$ cat src/rtl/keypad_scan_entry.sv
// keypad_scan_entry: 4x4 matrix keypad scanner with debounce, key decode and a
// 6-digit BCD HHMMSS entry buffer (commit / entry_err on '#').
// Optional feature macro: KEYPAD_AUTOREPEAT_EN (a held key re-emits its code).
//
// state      | meaning
// -----------+------------------------------------------------------------
// S_SCAN     | walk the driven column each tick, look for a single low row
// S_DEBOUNCE | column held, count identical row samples up to DEB_TICKS
// S_PRESSED  | key accepted, key_valid pulsed; moves to S_RELEASE next tick
// S_RELEASE  | column held, count all-high row samples up to DEB_TICKS
module keypad_scan_entry #(
  parameter int unsigned CLK_HZ    = 100_000_000,
  parameter int unsigned SCAN_HZ   = 1000,
  parameter int unsigned DEB_TICKS = 4
) (
  input  logic        clk_i,
  input  logic        rst_ni,
  input  logic        en_i,
  input  logic        clr_i,
  input  logic [3:0]  row_i,
  output logic [3:0]  col_o,
  output logic        key_valid_o,
  output logic [3:0]  key_code_o,
  output logic [23:0] digits_o,
  output logic [2:0]  digit_cnt_o,
  output logic        commit_o,
  output logic        entry_err_o
);

  localparam int unsigned TICK_DIV    = CLK_HZ / SCAN_HZ;
  localparam int unsigned TW          = (TICK_DIV > 1) ? $clog2(TICK_DIV) : 1;
  localparam logic [TW-1:0] TICK_LD   = TW'(TICK_DIV - 1);
  localparam int unsigned CW          = $clog2(DEB_TICKS + 1);
  localparam logic [CW-1:0] DEB_CNT   = CW'(DEB_TICKS);
  // nibble index = {row, col}: r0 = 1 2 3 A, r1 = 4 5 6 B, r2 = 7 8 9 C, r3 = * 0 # D
  localparam logic [63:0] KEYMAP      = 64'hDF0E_C987_B654_A321;

`ifdef KEYPAD_AUTOREPEAT_EN
  localparam int unsigned RW          = $clog2(16 * DEB_TICKS);
  localparam logic [RW-1:0] RPT_FIRST = RW'(16 * DEB_TICKS - 1);
  localparam logic [RW-1:0] RPT_NEXT  = RW'(4 * DEB_TICKS - 1);
  logic [RW-1:0] rpt_q, rpt_d;
`endif

  typedef enum logic [1:0] {S_SCAN, S_DEBOUNCE, S_PRESSED, S_RELEASE} state_e;

  state_e        state_q, state_d;
  logic [1:0]    idx_q, idx_d;
  logic [CW-1:0] cnt_q, cnt_d, cnt_inc;
  logic [3:0]    row_lat_q, row_lat_d;
  logic [3:0]    row_s1_q, row_s2_q;
  logic [TW-1:0] tick_cnt_q;
  logic          tick;
  logic          key_valid_q, kv_d;
  logic [3:0]    key_code_q, code_d;
  logic [3:0]    col_q;
  logic [3:0]    row_low;
  logic          row_one_hot;
  logic [1:0]    row_idx;
  logic [5:0]    key_bit;
  logic [3:0]    key_dec;
  logic [23:0]   digits_q;
  logic [2:0]    digit_cnt_q;
  logic          commit_q, entry_err_q;
  logic          entry_ok;

  // Scan tick divider: down-counter, strobe on terminal count.
  always_ff @(posedge clk_i or negedge rst_ni) begin
    if (!rst_ni)                tick_cnt_q <= '0;
    else if (tick_cnt_q == '0)  tick_cnt_q <= TICK_LD;
    else                        tick_cnt_q <= tick_cnt_q - 1'b1;
  end

  assign tick = (tick_cnt_q == '0);

  // Two-flop synchroniser on the asynchronous row inputs.
  always_ff @(posedge clk_i or negedge rst_ni) begin
    if (!rst_ni) begin
      row_s1_q <= 4'hF;
      row_s2_q <= 4'hF;
    end else begin
      row_s1_q <= row_i;
      row_s2_q <= row_s1_q;
    end
  end

  assign row_low     = ~row_s2_q;
  assign row_one_hot = (row_low != 4'd0) && ((row_low & (row_low - 4'd1)) == 4'd0);
  assign cnt_inc     = cnt_q + 1'b1;

  // Row index of the latched one-hot-low row, used for key decode.
  always_comb begin
    row_idx = 2'd0;
    case (row_lat_q)
      4'b1101: row_idx = 2'd1;
      4'b1011: row_idx = 2'd2;
      4'b0111: row_idx = 2'd3;
      default: row_idx = 2'd0;
    endcase
  end

  assign key_bit = {row_idx, idx_q, 2'b00};
  assign key_dec = KEYMAP[key_bit +: 4];

  // Scan/debounce FSM next-state; only moves on tick, parked in S_SCAN while disabled.
  always_comb begin
    state_d   = state_q;
    idx_d     = idx_q;
    cnt_d     = cnt_q;
    row_lat_d = row_lat_q;
    kv_d      = 1'b0;
    code_d    = key_code_q;
`ifdef KEYPAD_AUTOREPEAT_EN
    rpt_d     = rpt_q;
`endif
    if (!en_i) begin
      state_d = S_SCAN;
      cnt_d   = '0;
    end else if (tick) begin
      case (state_q)
        S_SCAN: begin
          if (row_one_hot) begin
            row_lat_d = row_s2_q;
            cnt_d     = CW'(1);
            state_d   = S_DEBOUNCE;
          end else begin
            idx_d = idx_q + 2'd1;
          end
        end
        S_DEBOUNCE: begin
          if (row_s2_q == row_lat_q) begin
            cnt_d = cnt_inc;
            if (cnt_inc == DEB_CNT) begin
              state_d = S_PRESSED;
              kv_d    = 1'b1;
              code_d  = key_dec;
            end
          end else begin
            state_d = S_SCAN;
          end
        end
        S_PRESSED: begin
          state_d = S_RELEASE;
          cnt_d   = '0;
`ifdef KEYPAD_AUTOREPEAT_EN
          rpt_d   = RPT_FIRST;
`endif
        end
        S_RELEASE: begin
          if (row_s2_q == 4'hF) begin
            cnt_d = cnt_inc;
            if (cnt_inc == DEB_CNT) begin
              state_d = S_SCAN;
              idx_d   = idx_q + 2'd1;
            end
`ifdef KEYPAD_AUTOREPEAT_EN
            rpt_d = RPT_FIRST;
`endif
          end else begin
            cnt_d = '0;
`ifdef KEYPAD_AUTOREPEAT_EN
            if (row_s2_q == row_lat_q) begin
              if (rpt_q == '0) begin
                rpt_d = RPT_NEXT;
                // '*' and '#' are never repeated
                if (key_code_q < 4'hE) kv_d = 1'b1;
              end else begin
                rpt_d = rpt_q - 1'b1;
              end
            end else begin
              rpt_d = RPT_FIRST;
            end
`endif
          end
        end
        default: state_d = S_SCAN;
      endcase
    end
  end

  // FSM state, column drive and key output registers.
  always_ff @(posedge clk_i or negedge rst_ni) begin
    if (!rst_ni) begin
      state_q     <= S_SCAN;
      idx_q       <= 2'd0;
      cnt_q       <= '0;
      row_lat_q   <= 4'hF;
      key_valid_q <= 1'b0;
      key_code_q  <= 4'h0;
      col_q       <= 4'hF;
`ifdef KEYPAD_AUTOREPEAT_EN
      rpt_q       <= '0;
`endif
    end else begin
      state_q     <= state_d;
      idx_q       <= idx_d;
      cnt_q       <= cnt_d;
      row_lat_q   <= row_lat_d;
      key_valid_q <= kv_d;
      key_code_q  <= code_d;
      col_q       <= en_i ? ~(4'b0001 << idx_d) : 4'hF;
`ifdef KEYPAD_AUTOREPEAT_EN
      rpt_q       <= rpt_d;
`endif
    end
  end

  // Accept only a complete, in-range HHMMSS (digits are always BCD 0-9).
  assign entry_ok = (digit_cnt_q == 3'd6) &&
                    ((digits_q[23:20] < 4'd2) ||
                     ((digits_q[23:20] == 4'd2) && (digits_q[19:16] <= 4'd3))) &&
                    (digits_q[15:12] <= 4'd5) &&
                    (digits_q[7:4]   <= 4'd5);

  // Entry buffer update in the clock after key_valid; clr overrides.
  always_ff @(posedge clk_i or negedge rst_ni) begin
    if (!rst_ni) begin
      digits_q    <= 24'h0;
      digit_cnt_q <= 3'd0;
      commit_q    <= 1'b0;
      entry_err_q <= 1'b0;
    end else begin
      commit_q    <= 1'b0;
      entry_err_q <= 1'b0;
      if (clr_i) begin
        digits_q    <= 24'h0;
        digit_cnt_q <= 3'd0;
      end else if (key_valid_q) begin
        if (key_code_q <= 4'd9) begin
          if (digit_cnt_q < 3'd6) begin
            digits_q    <= {digits_q[19:0], key_code_q};
            digit_cnt_q <= digit_cnt_q + 3'd1;
          end
        end else begin
          case (key_code_q)
            4'hD: begin
              if (digit_cnt_q != 3'd0) begin
                digits_q    <= {4'h0, digits_q[23:4]};
                digit_cnt_q <= digit_cnt_q - 3'd1;
              end
            end
            4'hE: begin
              digits_q    <= 24'h0;
              digit_cnt_q <= 3'd0;
            end
            4'hF: begin
              if (entry_ok) commit_q    <= 1'b1;
              else          entry_err_q <= 1'b1;
            end
            default: ;
          endcase
        end
      end
    end
  end

  assign col_o       = col_q;
  assign key_valid_o = key_valid_q;
  assign key_code_o  = key_code_q;
  assign digits_o    = digits_q;
  assign digit_cnt_o = digit_cnt_q;
  assign commit_o    = commit_q;
  assign entry_err_o = entry_err_q;

endmodule
$ cat config.mk
export PLATFORM = sky130hd
export DESIGN_NAME = keypad_scan_entry
export DESIGN_NICKNAME = d
export VERILOG_FILES = /design/src/rtl/keypad_scan_entry.sv
export SDC_FILE = /design/constraint.sdc
export NUM_CORES = 1
export LEC_CHECK = 0
export BUFFER_PORTS_ARGS = -buffer_cell sky130_fd_sc_hd__clkbuf_2
export CORE_MARGIN = 2
export CORE_UTILIZATION = 62
export DETAILED_ROUTE_END_ITERATION = 16
export MAX_ROUTING_LAYER = met4
export PLACE_DENSITY_LB_ADDON = 0.1
export SKIP_LAST_GASP = 1
export SYNTH_ARGS = -nofsm -noshare
export SYNTH_HDL_FRONTEND = slang
export SYNTH_SLANG_ARGS = --single-unit
$ cat constraint.sdc
create_clock -name clk_i -period 3.58 [get_ports clk_i]
set_input_delay 0.358 -clock clk_i [delete_from_list [all_inputs] [get_ports clk_i]]
set_output_delay 0.358 -clock clk_i [all_outputs]
set_load 0.02 [all_outputs]
; ---- After elaboration in Yosys (flattened, before gate mapping)
; Index checks and enable logic that the tools add are counted.
[word_totals]
reg_bits = 74
inputBits = 8
out_inout_bits = 38
[op_classes]
addsub = 6
n_lt_le_gt_ge = 6
n_eq_ne = 22
n_shift = 2
n_mux = 50
bitwise = 3
reduce_logical = 18
[ops]
columns = cell, n
row1 = two-way mux 24 bit, 5
row2 = "indexed part select 64 x 7 -> 4 bit, first input constant", 1
row3 = one-hot mux 24 bit (2 select lines), 1
row4 = two-way mux 3 bit, 10
row5 = "equality test 4 bit, second input constant", 6
row6 = two-way mux 2 bit, 12
row7 = zero test 17 bit, 1
row8 = two-way mux 17 bit, 1
row9 = "subtractor 17 x 1 -> 17 bit, second input constant", 1
row10 = two-way mux 1 bit, 15
row11 = "!= test 3 bit, second input constant", 4
row12 = one-hot mux 3 bit (4 select lines), 1
row13 = AND reduction 5 bit, 2
row14 = "<= comparator 4 x 3 -> 1 bit, second input constant", 2
row15 = "!= test 4 bit, second input constant", 2
row16 = NOT 4 bit, 2
row17 = one-hot mux 2 bit (4 select lines), 1
row18 = AND reduction 4 bit, 2
row19 = nonzero test 4 bit, 2
row20 = "adder 3 x 1 -> 3 bit, second input constant", 2
row21 = "equality test 3 bit, second input constant", 2
row22 = one-hot mux 2 bit (3 select lines), 1
row23 = one-hot mux 3 bit (2 select lines), 1
row24 = logical AND 1 bit, 5
row25 = other kinds (24), 25

; ---- Depth between registers and ports, before layout
[logic_depth]
ltp_word = 12
depth_mapped = 10

; ---- Least setup slack after synthesis
; Ideal clock, no wire load.
[synth_timing]
kind = flip-flop to flip-flop
from = reg tick_cnt_q[0]
to = reg cnt_q[1]
setup_time_ns = 0.125
arrival_ns = 2.217
required_time_ns = 3.455
path_slack_ns = 1.238
path_stages_with_launch = 9
synth_period_minus_slack_ns = 2.342
path_cell_list = dfrtp_1 > inv_1 > ha_1 > nor3b_2 > nand4b_1 > or2_4 > buf_6 > o31ai_4 > mux2_4
[synth_via]
elab_chain_cells = 3
[synth_lines]
columns = element, line_no
row1 = "start, declared", 52  ; logic [TW-1:0] tick_cnt_q;
row2 = "start signal, assigned", 71  ; else tick_cnt_q <= tick_cnt_q - 1'b1;
row3 = zero test 17 bit, 74  ; assign tick = (tick_cnt_q == '0);
row4 = != test 2 x 1 -> 1 bit (no source line), --
row5 = AND reduction 3 bit (no source line), --
row6 = "end signal, assigned", 197  ; cnt_q <= cnt_d;
row7 = "end, declared", 49  ; logic [CW-1:0] cnt_q, cnt_d, cnt_inc;
; Every way passes these cells.
; A chain may end at the register's enable or synchronous reset.

; ---- Worst setup path in the final report
; Ends and elaborated chain as after synthesis.

==> parameters.txt <==
Parameter                              Value

Floorplan
  Die width    81.4 microns
  CORE AREA    5850 sq um
  Die ar.    6630 sq um
  DIE HEIGHT    81.4 microns
  FP Rows    28
  I/O pin count    46
  Initial cell density of the core    63.5%

Setup path
  Required time worst endpoint    3.82 ns
  Worst setup SP type    flip-flop
  Peak fanout along the critical path    11
  Critical path type    flip-flop to flip-flop
  Flop-to-flop setup slack    1.06 ns
  Arrival time of data at the critical path endpoint    2.75 ns
  Setup crit end kind    flip-flop

CTS
  Number of clock sinks    74
  # hold bufs at CTS    0
  Clock buffer depth    2
  H-Tree Level Count    3
  Skew-Pair Late Insertion Delay    0.35 ns
  Clock-pin slew reported for the worst setup and hold paths after clock tree synthesis    0.09 ns
  Inserted Clock Buffers    9
  CTS root buf    clkbuf_8
  Clock tree from TritonCTS    yes
  Resize count post-CTS    0
  Number of setup buffers added after CTS    0

Global route
  GRT Resource Usage Total    23.5%
  Global-route congestion overflow total    0
  Vias in the first global route    2,541
  Met1 Track Usage GR    30.7%
  Most congested layer reported by global routing    met2
  Fraction of met2 tracks used by global routing    36.6%
  Met3 global-route usage    5.38%
  Maximum number of pins on one net before global-route repair    54
  First-pass GRT wire length    11.5 mm
  Number of antenna violations at the first check in global routing    0

Synthesis
  Post-Synthesis Cells    372
  Seq cells post-synth    74
  Synthesis Warnings    0
  Most used DFF post-synth    dfrtp_1
  Count of flip-flops with a built-in enable after synthesis    0
  Syn Area/Cell    9.99 sq um
  Number of distinct library cells after synthesis    51
  Post-synthesis async set-or-reset flop share    100%
  Synth Cell Area    3720 sq um
  Share of synthesized area occupied by flip-flops and latches    50.4%
  Post-Syn Nets    395

Run
  Count of max-cap constraint violations    0

Timing
  Final Worst Setup Slack    1.06 ns
  Setup Skew    0.00869 ns
  Setup tns final    0 ns
  Final Max Tran Viols    0
  Rel. slew slack    57.5%
  Final clock period utilization by the worst path    70.3%
  Actual transition at the worst max-transition pin    0.637 ns
  Number of failing hold endpoints at the final stage    0
  FMAX    397 MHz
  Number of failing setup endpoints in the final timing report    0
  Unrepaired setup endpoints after global routing    false
  Minimum clock period after layout    2.52 ns

Power and ir drop
  Static Leak    1.87 nW
  Total power draw    1.67 mW
  Gate power share    6.7%
  Net switching share of the total power    25.5%
  Part of the power in the clock network    40.7%
  Sw power    0.424 mW
  Internal power component    1.24 mW
  Peak supply drop    306 uV
  Total power per unit cell area    397 nW/um^2
  Sequential share of power    52.6%

Final layout
  Antenna Diode Count    0
  Leading cell type in the layout, fill and taps excluded    dfrtp_1
  Utilization of the core after routing    71.6%
  Leading cell types in the layout, fill and taps excluded    dfrtp_1, nand2_1, clkbuf_2
  Net count, final    434
  Fraction of final layout cells with drive strength greater than 1    23.3%
  Area growth from synthesis to layout    12.7%

Placement
  Port Buf Inserts    45
  GP Congestion    0.868
  Post-DP HPWL    5.00 mm
  Setup WS pre-CTS    1.09 ns

Routing
  DRC violation count after routing    0
  Detail-routed via count per cell    5.71
  Drt wl/cell    14.5 microns
  Count of vias placed by the detailed router    2,805
  Number of DRC violations after detailed-routing iteration 0    163
  Drt first pass iters    4
  Post-Route WL    7.13 mm
  Residual antenna-violating net count after detailed routing    0

Min path
  Class of the most critical hold timing path    input port to async pin

Run status
  Run status    complete, no violations
==> state kept, by name (all words and copies together), names as in the netlist <==
register and cells:
key_valid_o 1, key_code_o 4, commit_o 1, entry_err_o 1
digits_o 24, row_s1_q 4, tick_cnt_q 17, digit_cnt_o 3
col_o 4, row_lat_q 4, state_q 2, row_s2_q 4
cnt_q 3, idx_q 2
==> area by class of cell <==
class | count | area [sq um]
Sequential cell | 74 | 1870
Timing Repair Buffer | 50 | 263
Tap cell | 75 | 93.8
Clock buffer | 10 | 138
Inverter | 18 | 67.6
Multi-Input combinational cell | 258 | 1680
Fill cell | 435 | 1660
Clock inverter | 6 | 72.6
==> power by group through the flow <==
stage | Clock [mW] | Sequential (mW) | Combinational (mW)
2_1_floorplan | 0 | 0.893 | 0.0662
3_3_place_gp | 0 | 0.891 | 0.110
3_5_place_dp | 0 | 0.892 | 0.112
4_1_cts | 0.692 | 0.876 | 0.112
5_1_grt | 0.724 | 0.879 | 0.126
6_report | 0.678 | 0.876 | 0.111
==> worst paths after layout <==
check                               from      endpoint  depth (start not counted)
setup / recovery           tick_cnt_q[0]      cnt_q[1]                          7
hold / removal                    rst_ni  digits_o[18]                          1
setup reg to reg           tick_cnt_q[0]      cnt_q[1]                          7
hold reg to reg              row_s1_q[2]   row_s2_q[2]                          0
max in group asynchronous         rst_ni   row_s2_q[3]                          2
min in group clk_i              row_i[1]   row_s1_q[1]                          1
==> cells by family (layout without fill, tap and decap cells) <==
group	Yosys count	count (layout)	share of synthesized area (%)
compound gates	89	89	15.7
xor+xnor	19	19	4.48
fa+ha+maj	15	15	5.05
buf+inv	40	84	4.34
flops	74	74	50.4
mux	8	8	2.42
simple gates	127	127	17.7
==> critical path, stage by stage (launching register included) <==
cell	delay [ns]
dfrtp_1	0.41
inv_1	0.07
ha_1	0.16
nor3b_2	0.34
nand4b_1	0.32
or2_4	0.43
o31ai_4	0.35
mux2_4	0.33
==> synth_stat cells (all sizes together), types with 2 or more instances <==
cell type	number	area, sq um
a221oi	2	17.5
xnor2	6	52.6
a31oi	3	18.8
nor2b	4	25.0
nor3	4	31.3
a21oi	13	65.1
xor2	13	114
nor3b	3	27.5
nor2	27	104
mux2i	3	30.0
dfstp	16	420
or3	2	12.5
mux2	5	60.1
inv	18	67.6
nand4b	2	17.5
nor4	10	90.1
buf	4	26.3
o21ai	36	180
a22oi	19	143
and2	2	12.5
nand4	5	31.3
a21o	5	37.5
clkbuf	18	67.6
and3	2	12.5
nand2	48	180
dfrtp	58	1450
o31ai	4	43.8
a211oi	2	15.0
nand3	11	55.1
ha	15	188
==> metrics by stage <==
step                instance area (sq um)  hold WS (ns)  instances
detailed placement                   3980         0.347        475
global route                         4190        0.0388        491
finish                               4190        0.0149        491
floorplan                            3720        0.0624        372
global placement                     3980         0.346        475
CTS                                  4190        0.0237        491
==> metal layers <==
metal,up-vias,wire (microns)
met5,-,0
met4,0,71
met3,7,330
met2,69,3370
met1,1339,3360
li1,1390,-
No activity file was read; power rests on OpenSTA's default activity.
